--- config.mk ---
export PLATFORM = sky130hd
export DESIGN_NAME = barrett_share_arb
export DESIGN_NICKNAME = d
export VERILOG_FILES = /design/src/rtl/barrett_share_arb.sv
export SDC_FILE = /design/constraint.sdc
export NUM_CORES = 1
export LEC_CHECK = 0
export ABC_CLOCK_PERIOD_IN_PS = 2480
export CAP_MARGIN = 20
export CORE_UTILIZATION = 25
export DETAILED_ROUTE_END_ITERATION = 8
export PLACE_DENSITY = 0.72
export SLEW_MARGIN = 20
export SYNTH_ARGS = -nofsm -noshare
export SYNTH_HDL_FRONTEND = slang
export SYNTH_SLANG_ARGS = --single-unit
--- constraint.sdc ---
create_clock -name clk_i -period 2.48 [get_ports clk_i]
set_clock_uncertainty 0.15 [all_clocks]
set_input_delay 0.744 -clock clk_i [delete_from_list [all_inputs] [get_ports clk_i]]
set_output_delay 0.744 -clock clk_i [all_outputs]
set_load 0.02 [all_outputs]
--- src/rtl/barrett_share_arb.sv ---
// barrett_share_arb: round-robin share of a 2-stage Barrett reducer with a tag pipeline; BARRETT_ARB_CHECK_EN adds a sticky range check
module barrett_share_arb #(
    parameter int WIDTH   = 16,
    parameter int NREQ    = 4,
    parameter int RED_LAT = 2,
    parameter int QMOD    = 3329
) (
    input  logic                          clk_i,
    input  logic                          rst_i,
    input  logic [NREQ-1:0]               req_valid_i,
    input  logic [NREQ*2*WIDTH-1:0]       req_data_i,
    output logic [NREQ-1:0]               req_ready_o,
    input  logic [NREQ-1:0]               cfg_mask_i,
    output logic [2*WIDTH-1:0]            red_c_o,
    input  logic [12:0]                   red_r_i,
    output logic [NREQ-1:0]               rsp_valid_o,
    output logic [12:0]                   rsp_data_o,
    output logic [$clog2(NREQ)-1:0]       rsp_id_o,
    output logic [$clog2(RED_LAT+2)-1:0]  inflight_o,
    output logic                          chk_err_o
);
    localparam int IW = $clog2(NREQ);
    localparam int CW = $clog2(RED_LAT+2);
    localparam int DW = 2*WIDTH;
    localparam int TW = RED_LAT*IW;

    function automatic logic [IW-1:0] wrap(input int v);
        return IW'(v % NREQ);
    endfunction

    logic [NREQ-1:0]              w_elig;
    logic                         w_found;
    logic [IW-1:0]                w_gid;
    logic                         w_last;
    logic [IW-1:0]                r_ptr;
    logic [RED_LAT-1:0]           r_tv;
    logic [RED_LAT-1:0][IW-1:0]   r_tid;
    logic [NREQ-1:0]              r_rsp_valid;
    logic [12:0]                  r_rsp_data;
    logic [IW-1:0]                r_rsp_id;
    logic [CW-1:0]                r_inflight;

    assign w_elig = req_valid_i & cfg_mask_i;

    always_comb begin
        w_found = 1'b0;
        w_gid   = '0;
        for (int i = 0; i < NREQ; i++) begin
            if (!w_found && w_elig[wrap(int'(r_ptr) + i)]) begin
                w_found = 1'b1;
                w_gid   = wrap(int'(r_ptr) + i);
            end
        end
    end

    assign req_ready_o = w_found ? NREQ'(1) << w_gid : '0;
    assign red_c_o     = w_found ? req_data_i[w_gid*DW +: DW] : '0;
    assign w_last      = r_tv[RED_LAT-1];

    // The reducer carries no valid, so {valid,id} travels alongside it for RED_LAT clocks
    always_ff @(posedge clk_i) begin
        if (rst_i) begin
            r_ptr       <= '0;
            r_tv        <= '0;
            r_tid       <= '0;
            r_rsp_valid <= '0;
            r_rsp_data  <= '0;
            r_rsp_id    <= '0;
            r_inflight  <= '0;
        end else begin
            r_ptr       <= w_found ? wrap(int'(w_gid) + 1) : r_ptr;
            r_tv        <= (r_tv << 1) | RED_LAT'(w_found);
            r_tid       <= (r_tid << IW) | TW'(w_gid);
            r_rsp_valid <= w_last ? NREQ'(1) << r_tid[RED_LAT-1] : '0;
            r_rsp_data  <= w_last ? red_r_i : r_rsp_data;
            r_rsp_id    <= w_last ? r_tid[RED_LAT-1] : r_rsp_id;
            r_inflight  <= r_inflight + CW'(w_found) - CW'(|r_rsp_valid);
        end
    end

    assign rsp_valid_o = r_rsp_valid;
    assign rsp_data_o  = r_rsp_data;
    assign rsp_id_o    = r_rsp_id;
    assign inflight_o  = r_inflight;

`ifdef BARRETT_ARB_CHECK_EN
    logic r_chk;
    logic w_bad;

    assign w_bad = w_last && (red_r_i >= 13'(QMOD));

    always_ff @(posedge clk_i) begin
        if (rst_i) r_chk <= 1'b0;
        else r_chk <= r_chk | w_bad;
    end

    always_ff @(posedge clk_i) begin
        if (!rst_i && w_bad) $error("barrett_share_arb: id %0d result %0d out of range", r_tid[RED_LAT-1], red_r_i);
    end

    assign chk_err_o = r_chk;
`else
    assign chk_err_o = 1'b0;
`endif
endmodule
==> results of run 1 <==
metrics by stage:
step           total power (W)  instance area, sq um
6_report               0.00293                  6280
5_1_grt                0.00305                  6280
4_1_cts                0.00276                  5930
3_5_place_dp           0.00190                  4970
3_3_place_gp           0.00190                  4970
2_1_floorplan          0.00129                  2600
synth_stat cells (2+ instances only):
cell / number
mux2i_1: 78
o22ai_1: 32
dfxtp_1: 29
nor2_1: 23
clkbuf_1: 10
buf_6: 8
nor2b_1: 8
nand2_1: 7
nand2b_1: 4
a21oi_1: 3
o21ai_0: 3
xnor2_1: 3
a311oi_1: 2
buf_4: 2
nor3_1: 2
area by class of cell:
type	instances	area, sq um
inverters	1	3.75
repair buffers	286	3030
well taps	102	128
clock buffers	6	82.6
multi-input cells	176	2420
flip-flops and latches	29	581
fillers	463	1610
clock inverters	2	37.5
routing by layer:
layer	track usage	share of wire	vias to the layer above
li1	-	-	1378
met2	0.465	0.56	155
met5	0	0	-
met4	0.0718	0.042	0
met1	0.237	0.33	1416
met3	0.0667	0.068	34
critical path, stage by stage:
cell       delay, ns
buf_8           0.09
nand2_8         0.05
o21bai_4        0.16
a221o_4         0.45
bufbuf_16       0.31
buf_4           0.15
mux2i_4         0.19
o22ai_4         0.13
buf_6           0.14
power by group:
part	internal, W	total [W]	switching, W	leakage [nW]
logic	0.00111	0.00191	0.000799	2.07
registers	0.000495	0.000519	0.0000238	0.237
clock network	0.000326	0.000503	0.000177	0.0574
kinds of logic (layout without fill, tap and decap cells):
| kind of cell | Yosys count | after routing |
|---|---|---|
| AO/OA/AOI/OAI | 45 | 45 |
| XOR/XNOR | 4 | 4 |
| adder cells (fa/ha/maj) | 1 | 1 |
| buffers and inverters | 23 | 295 |
| flip-flops | 29 | 29 |
| multiplexers | 78 | 78 |
| other | 1 | 1 |
| AND/OR/NAND/NOR | 47 | 47 |
flip-flops by register name, summed over array words and instances (netlist names):
signal	flops
inflight_o	2
r_ptr	2
r_tid	4
r_tv	2
rsp_data_o	13
rsp_id_o	2
rsp_valid_o	4
repair_timing:
item | 4_1_cts | 5_1_grt
setup endpoints to repair | 37 | 36
hold buffers | 0 | 0
setup buffers | 29 | 21
gates resized for setup | 340 | 48
gates cloned | 2 | 0
endpoints found under the hold margin | 0 | 0
pin swaps | 8 | 1
worst max path at each step:
stage,startpoint,to,slack (ns),cells after the start
3_3_place_gp,req_valid_i[3],red_c_o[18],-1.56,8
6_report,req_valid_i[3],red_c_o[22],-0.84,9
3_5_place_dp,cfg_mask_i[3],red_c_o[18],-1.59,7
5_1_grt,req_valid_i[3],red_c_o[3],-0.88,10
2_1_floorplan,req_valid_i[3],red_c_o[0],-0.30,7
4_1_cts,req_valid_i[3],red_c_o[13],-0.83,10
==> results.cfg, run 1 <==
[status]
outcome = finished with violations
failed_checks = negative setup slack

[synthesis]
synth-simple-area-share = 0.105
synth_fa_ha_area_frac = 0.00602
synth_fp_nets = 380
synthArstFlopShare = 0
synth-edff-count = 0
synthMuxAreaShare = 0.376
synth.yosys.warnings = 0
synth_top_family_by_area = multiplexers
synth_cell_type_count = 29
syn_area_per_cell_sq_um = 9.11
yosysTopAreaCellShare = 0.376
netlist_area_sq_um = 2080
ys.flop_type = dfxtp_1
synth_compound_area_frac = 0.140
ys_top_cells_by_area = mux2i_1, dfxtp_1, o22ai_1
seq_area_frac_synth = 0.280
yosys.area.top_type = mux2i_1
syn_inst = 228
synth-xor-area-share = 0.0169
synth.ff_latch_count = 29

[worst_hold_path]
holdPathEnd = r_tid[3]
holdPathStages = 1
hold_path_class = reg2reg
min_from = r_tid[1]

[floorplan]
die_h_um = 93.2
fp.dieW_um = 93.2
fp-row-count = 32
io_pins = 209
core_sq_um = 7890
die-area_sq_um = 8680
start_util = 0.263

[detailed_routing]
remaining_drc_errors = 0
wire_per_inst_um = 20.7
avgViaCountPerCell = 4.96
drt_pre_antenna_iters = 4
first_iter_violations = 43
drt_wl_total_um = 12400
vias = 2983
ant_nets = 0

[worst_setup_path]
ff2ff_setup_slack_ns = 0.28
criticalPathCategory = in2out
crit_path_max_fanout = 6
r2r-end = r_ptr[1]
ff2ff_path_depth = 9
critPathCaptureType = primary output
cp.arrival_ns = 2.43
worstPathRequired_ns = 1.59
timing.rr.start = r_ptr[1]
worst_setup_path_start_kind = input port

[sta]
setup_tns_ns = -25.82
post-route-min-period_ns = 3.32
whs_ns = 0.291
fin_ws_ns = -0.840
hold_viol = 0
setup_violations = 36
slew-limit-headroom = 0.411
tightest_slew_ns = 0.882
timing.final.crit_share = 1.34
finalMaxSlewViolations = 0
grt_setup_unrepaired = yes
max_freq_mhz = 301

[job]
drv_cap = 0

[placed_design]
gp_congestion = 0.830
dpl.hpwl_um = 7330
portBuffers = 207
pre_cts_slack_ns = -1.59
dp.cells = 543

[pwr]
pwr_density_cell_nw_per_um2 = 467
power_leakage_nw = 2.36
vdd_drop_max_mv = 0.245

[final_layout]
syn_to_final_growth_pct = 202
layout.nets = 651
drive_gt1_frac = 0.472
final_common_cell = clkdlybuf4s50_1
final_util = 0.796
final_cells = 602
diodes = 0
final_cell_mix = clkdlybuf4s50_1, buf_6, buf_4

[global_route]
grt.total_usage = 0.236
antenna_found_initial = 0
grt_pass1_vias = 3040
overflow = 0
grt_max_degree = 18
grt_pass1_wl_um = 15700

[clocking]
cts_tree = built
clock_latency_ns = 0.28
htree_levels = 2
clock-sinks = 29
clock_path_buffers = 2
cts.clk_slew.worst_paths_ns = 0.06
root_buffer = clkbuf_8
cts_made_buffers = 5
No activity file was read; power rests on OpenSTA's default activity.
==> inputs of run 2 (changes only) <==
--- a/config.mk
+++ b/config.mk
@@ -9,7 +9,7 @@
 export CAP_MARGIN = 20
 export CORE_UTILIZATION = 25
 export DETAILED_ROUTE_END_ITERATION = 8
-export PLACE_DENSITY = 0.72
+export PLACE_DENSITY = 0.77
 export SLEW_MARGIN = 20
 export SYNTH_ARGS = -nofsm -noshare
 export SYNTH_HDL_FRONTEND = slang
==> results.cfg, run 2 (synthesis results as in run 1) <==
[status]
outcome = finished with violations
failed_checks = negative setup slack

[worst_setup_path]
ff2ff_setup_slack_ns = 0.28
r2r-end = r_ptr[1]
slowest_stage = a221o_4
crit_path_frequent_cell = buf_12
timing.rr.start = r_ptr[1]
cp.arrival_ns = 2.42
worst_setup_path_start_kind = input port
worstPathRequired_ns = 1.59
critPathCaptureType = primary output
path_cells = buf_8, nand2_8, o21bai_4, a221o_4, buf_12, buf_12, buf_12, mux2i_4, o22ai_4, buf_6
criticalPathCategory = in2out
crit_family = compound AO/OA/AOI/OAI gates
crit_buf_inv = 5
ff2ff_path_depth = 9
crit_path_max_fanout = 4
max_stage_delay_ns = 0.43

[floorplan]
fp-row-count = 32
core_sq_um = 7890
fp.dieW_um = 93.2
die_h_um = 93.2
start_util = 0.263
io_pins = 209
die-area_sq_um = 8680

[global_route]
grt_max_degree = 18
overflow = 0
grt_pass1_vias = 3224
grt.total_usage = 0.261
antenna_found_initial = 0
grt_pass1_wl_um = 17000

[clocking]
clock_path_buffers = 2
root_buffer = clkbuf_8
cts_tree = built
clock_latency_ns = 0.27
cts_made_buffers = 5
clock-sinks = 29
cts.clk_slew.worst_paths_ns = 0.06
htree_levels = 2

[final_layout]
syn_to_final_growth_pct = 207
largest_reg_flops = 13
design_area_sq_um = 6370
drive_gt1_frac = 0.477
final_cell_mix = clkdlybuf4s50_1, buf_6, mux2i_4
final_cells = 599
layout.nets = 646
final_common_cell = clkdlybuf4s50_1

[sta]
grt_setup_unrepaired = yes
max_freq_mhz = 302
post-route-min-period_ns = 3.31
hold_viol = 0
slew-limit-headroom = 0.395
timing.final.crit_share = 1.34
fin_ws_ns = -0.835
finalMaxSlewViolations = 0
tightest_slew_ns = 0.906
setup_violations = 36

[detailed_routing]
met1_length_um = 4680
dr_wl_met2_um = 7310
first_iter_violations = 78
remaining_drc_errors = 0
avgViaCountPerCell = 5.07
top_layer_used = met4
wire_per_inst_um = 22.9
dr_wl_met3_um = 1110
vias = 3035
ant_nets = 0
drt_wl_total_um = 13700
drt_pre_antenna_iters = 4

[placed_design]
gp_congestion = 0.795
dpl_cell_area_sq_um = 4880
portBuffers = 207
dp.cells = 539
dpl.hpwl_um = 7540

[pwr]
power_leakage_nw = 2.35
vdd_drop_max_mv = 0.226
pwr_density_cell_nw_per_um2 = 453

[worst_hold_path]
min_from = r_tid[0]
holdPathEnd = r_tid[2]
holdPathStages = 1
hold_path_class = reg2reg

[job]
drv_cap = 0
run 2: layout make-up:
class	instances	area [sq um]
antenna	2	5.00
clock buffer	7	96.3
clock inverter	1	5.00
fill	378	1520
inverter	1	3.75
multi-input combinational	176	2510
sequential	29	582
tap	102	128
timing repair buffer	281	3040
run 2: worst max path at each step:
stage / cells past startpoint / slack (ns) / to / startpoint
after detailed placement: 8 / -1.64 / red_c_o[19] / req_valid_i[3]
final: 10 / -0.83 / red_c_o[21] / req_valid_i[3]
after CTS: 10 / -0.82 / red_c_o[17] / cfg_mask_i[2]
after floorplan: 7 / -0.30 / red_c_o[0] / req_valid_i[3]
after global placement: 8 / -1.58 / red_c_o[19] / req_valid_i[3]
after global routing: 10 / -0.85 / red_c_o[21] / req_valid_i[3]
run 2: stage by stage:
stage / util / total power [W] / TNS (ns) / hold WS (ns) / setup WS (ns)
after detailed placement: 0.618 / 0.00187 / -57.61 / 0.275 / -1.64
after global routing: 0.807 / 0.00300 / -26.01 / 0.324 / -0.853
after floorplan: - / 0.00129 / -9.94 / 0.264 / -0.299
final: 0.807 / 0.00289 / -24.93 / 0.285 / -0.835
after global placement: 0.618 / 0.00186 / -56.19 / 0.268 / -1.58
after CTS: 0.757 / 0.00268 / -25.01 / 0.289 / -0.819
run 2: what timing repair did:
item,CTS,global route
endpoints found under the setup margin,38,36
resized for setup,350,71
gates cloned,2,2
buffers inserted,37,14
pin swaps,11,8
hold buffers,0,0
run 2: per-layer routing:
layer,vias to the layer above,track usage
li1,1378,-
met1,1436,0.246
met2,175,0.502
met3,46,0.104
met4,0,0.0987
met5,-,0
run 2: worst reg2reg max path, stage by stage (launching register included):
cell and delay [ns]:
dfxtp_1 0.34, buf_4 0.17, buf_4 0.14, a221o_4 0.49, buf_12 0.16, buf_12 0.13
buf_8 0.13, buf_4 0.13, xnor2_1 0.16, a21oi_1 0.09
run 2: power by group:
group          total, W  internal [W]  leakage, nW  switching (W)
registers      0.000522      0.000496        0.237      0.0000260
logic           0.00195       0.00112         2.06       0.000835
clock network  0.000410      0.000250       0.0543       0.000160
==> inputs of run 3 (changes only) <==
--- a/config.mk
+++ b/config.mk
@@ -5,11 +5,11 @@
 export SDC_FILE = /design/constraint.sdc
 export NUM_CORES = 1
 export LEC_CHECK = 0
-export ABC_CLOCK_PERIOD_IN_PS = 2480
+export ABC_CLOCK_PERIOD_IN_PS = 3400
 export CAP_MARGIN = 20
 export CORE_UTILIZATION = 25
 export DETAILED_ROUTE_END_ITERATION = 8
-export PLACE_DENSITY = 0.77
+export PLACE_DENSITY = 0.75
 export SLEW_MARGIN = 20
 export SYNTH_ARGS = -nofsm -noshare
 export SYNTH_HDL_FRONTEND = slang
==> constraint.sdc (replaced) <==
create_clock -name clk_i -period 3.4 [get_ports clk_i]
set_clock_uncertainty 0.15 [all_clocks]
set_input_delay 1.02 -clock clk_i [delete_from_list [all_inputs] [get_ports clk_i]]
set_output_delay 1.02 -clock clk_i [all_outputs]
set_load 0.02 [all_outputs]
==> results.cfg, run 3 (synthesis results as in run 1) <==
[pwr]
sequentialPowerShare = 0.225
combPwrFrac = 0.598
p_clk_frac = 0.177
p_switching_w = 0.000558
p_int_w = 0.00114
switching_share = 0.329
total_power_w = 0.00169
pwr_density_cell_nw_per_um2 = 327
power_leakage_nw = 2.24
vdd_drop_max_mv = 0.145

[detailed_routing]
drt_wl_total_um = 9760
ant_nets = 0
first_iter_violations = 65
wire_per_inst_um = 17.2
avgViaCountPerCell = 4.81
vias = 2734
drt_pre_antenna_iters = 4
remaining_drc_errors = 0

[worst_setup_path]
slowest_stage = a311oi_2
crit_family = buffers and inverters
crit_buf_inv = 6
crit_path_max_fanout = 6
worstPathRequired_ns = 2.23
critical_path_depth = 10
worst_setup_path_start_kind = input port
criticalPathCategory = in2out
path_cells = buf_8, buf_6, a311oi_2, a221o_4, buf_12, buf_8, buf_16, mux2i_2, o22ai_2, buf_6
critPathCaptureType = primary output
cp.arrival_ns = 2.60
ff2ff_path_depth = 7
max_stage_delay_ns = 0.31

[sta]
post-route-min-period_ns = 3.77
slew-limit-headroom = 0.436
finalMaxSlewViolations = 0
fin_ws_ns = -0.370
max_freq_mhz = 265
grt_setup_unrepaired = yes
hold_viol = 0
timing.final.crit_share = 1.11
tightest_slew_ns = 0.844
setup_violations = 36

[placed_design]
gp_congestion = 0.747
dp.cells = 533
portBuffers = 207
dpl.hpwl_um = 6660

[final_layout]
syn_to_final_growth_pct = 149
final_cell_mix = clkdlybuf4s50_1, mux2i_1, buf_4
layout.nets = 617
final_common_cell = clkdlybuf4s50_1
num-fill-cells = 638
largest_reg_flops = 13
diodes = 0
drive_gt1_frac = 0.305
final_cells = 568

[status]
failed_checks = negative setup slack
outcome = finished with violations

[global_route]
grt_max_degree = 19
antenna_found_initial = 0
grt.total_usage = 0.212
grt_pass1_wl_um = 14200
grt_pass1_vias = 2930
overflow = 0

[clocking]
root_buffer = clkbuf_8
cts.clk_slew.worst_paths_ns = 0.06
htree_levels = 2
cts_made_buffers = 5
clock-sinks = 29
clock_path_buffers = 2
cts_tree = built
clock_latency_ns = 0.28

[floorplan]
fp.dieW_um = 93.2
die-area_sq_um = 8680
start_util = 0.263
io_pins = 209
core_sq_um = 7890
die_h_um = 93.2
fp-row-count = 32

[worst_hold_path]
holdPathStages = 1
hold_path_class = reg2reg

[job]
drv_cap = 0
[run 3: cell count changes in the layout (fill, tap and decap cells not counted), sizes merged]
cell,before,now
buf,116,88
clkbuf,9,8
diode,2,0
[run 3: metal layers]
layer / track usage / wire [um] / vias to the layer above / part of all wire
met5: 0 / 0 / - / 0
met4: 0.0513 / 136 / 0 / 0.014
met3: 0.0358 / 548 / 11 / 0.056
met2: 0.419 / 5510 / 119 / 0.56
met1: 0.232 / 3570 / 1289 / 0.37
li1: - / - / 1315 / -
[run 3: final timing paths]
check | start | to | slack (ns)
worst min register to register | r_tid[1] | r_tid[3] | 0.28
worst min-delay path | r_tid[1] | r_tid[3] | 0.28
worst max-delay path | cfg_mask_i[3] | red_c_o[15] | -0.37
worst max register to register | r_ptr[1] | r_ptr[1] | 1.38
[run 3: per-stage QoR]
step / area, sq um / utilization / hold slack [ns] / worst slack (ns) / setup TNS, ns
floorplan: 2140 / - / 0.264 / -0.0666 / -1.46
global placement: 4400 / 0.557 / 0.269 / -1.06 / -36.11
detailed placement: 4400 / 0.557 / 0.278 / -1.07 / -36.64
CTS: 5030 / 0.638 / 0.291 / -0.372 / -11.46
global route: 5180 / 0.656 / 0.308 / -0.438 / -13.05
finish: 5180 / 0.656 / 0.284 / -0.370 / -10.74
[run 3: area by class of cell]
class / count / area [sq um] / area share
Clock buffer: 7 / 96.3 / 0.0186
Timing Repair Buffer: 252 / 2710 / 0.524
Multi-Input combinational cell: 176 / 1650 / 0.319
Tap cell: 102 / 128 / 0.0247
Inverter: 1 / 3.75 / 0.000725
Clock inverter: 1 / 5.00 / 0.000967
Sequential cell: 29 / 581 / 0.112
[run 3: power by group through the flow]
stage	registers, W	logic [W]	clock network, W
5_1_grt	0.000384	0.00106	0.000330
2_1_floorplan	0.000394	0.000383	0
3_3_place_gp	0.000385	0.000787	0
3_5_place_dp	0.000386	0.000796	0
4_1_cts	0.000379	0.000971	0.000310
6_report	0.000381	0.00101	0.000301
[run 3: what timing repair did]
| item | in CTS | in global routing |
|---|---|---|
| setup endpoints to repair | 36 | 36 |
| setup buffers | 18 | 3 |
| cloned | 9 | 1 |
| hold buffers | 0 | 0 |
| resized for setup | 266 | 37 |
| pin swaps | 17 | 20 |
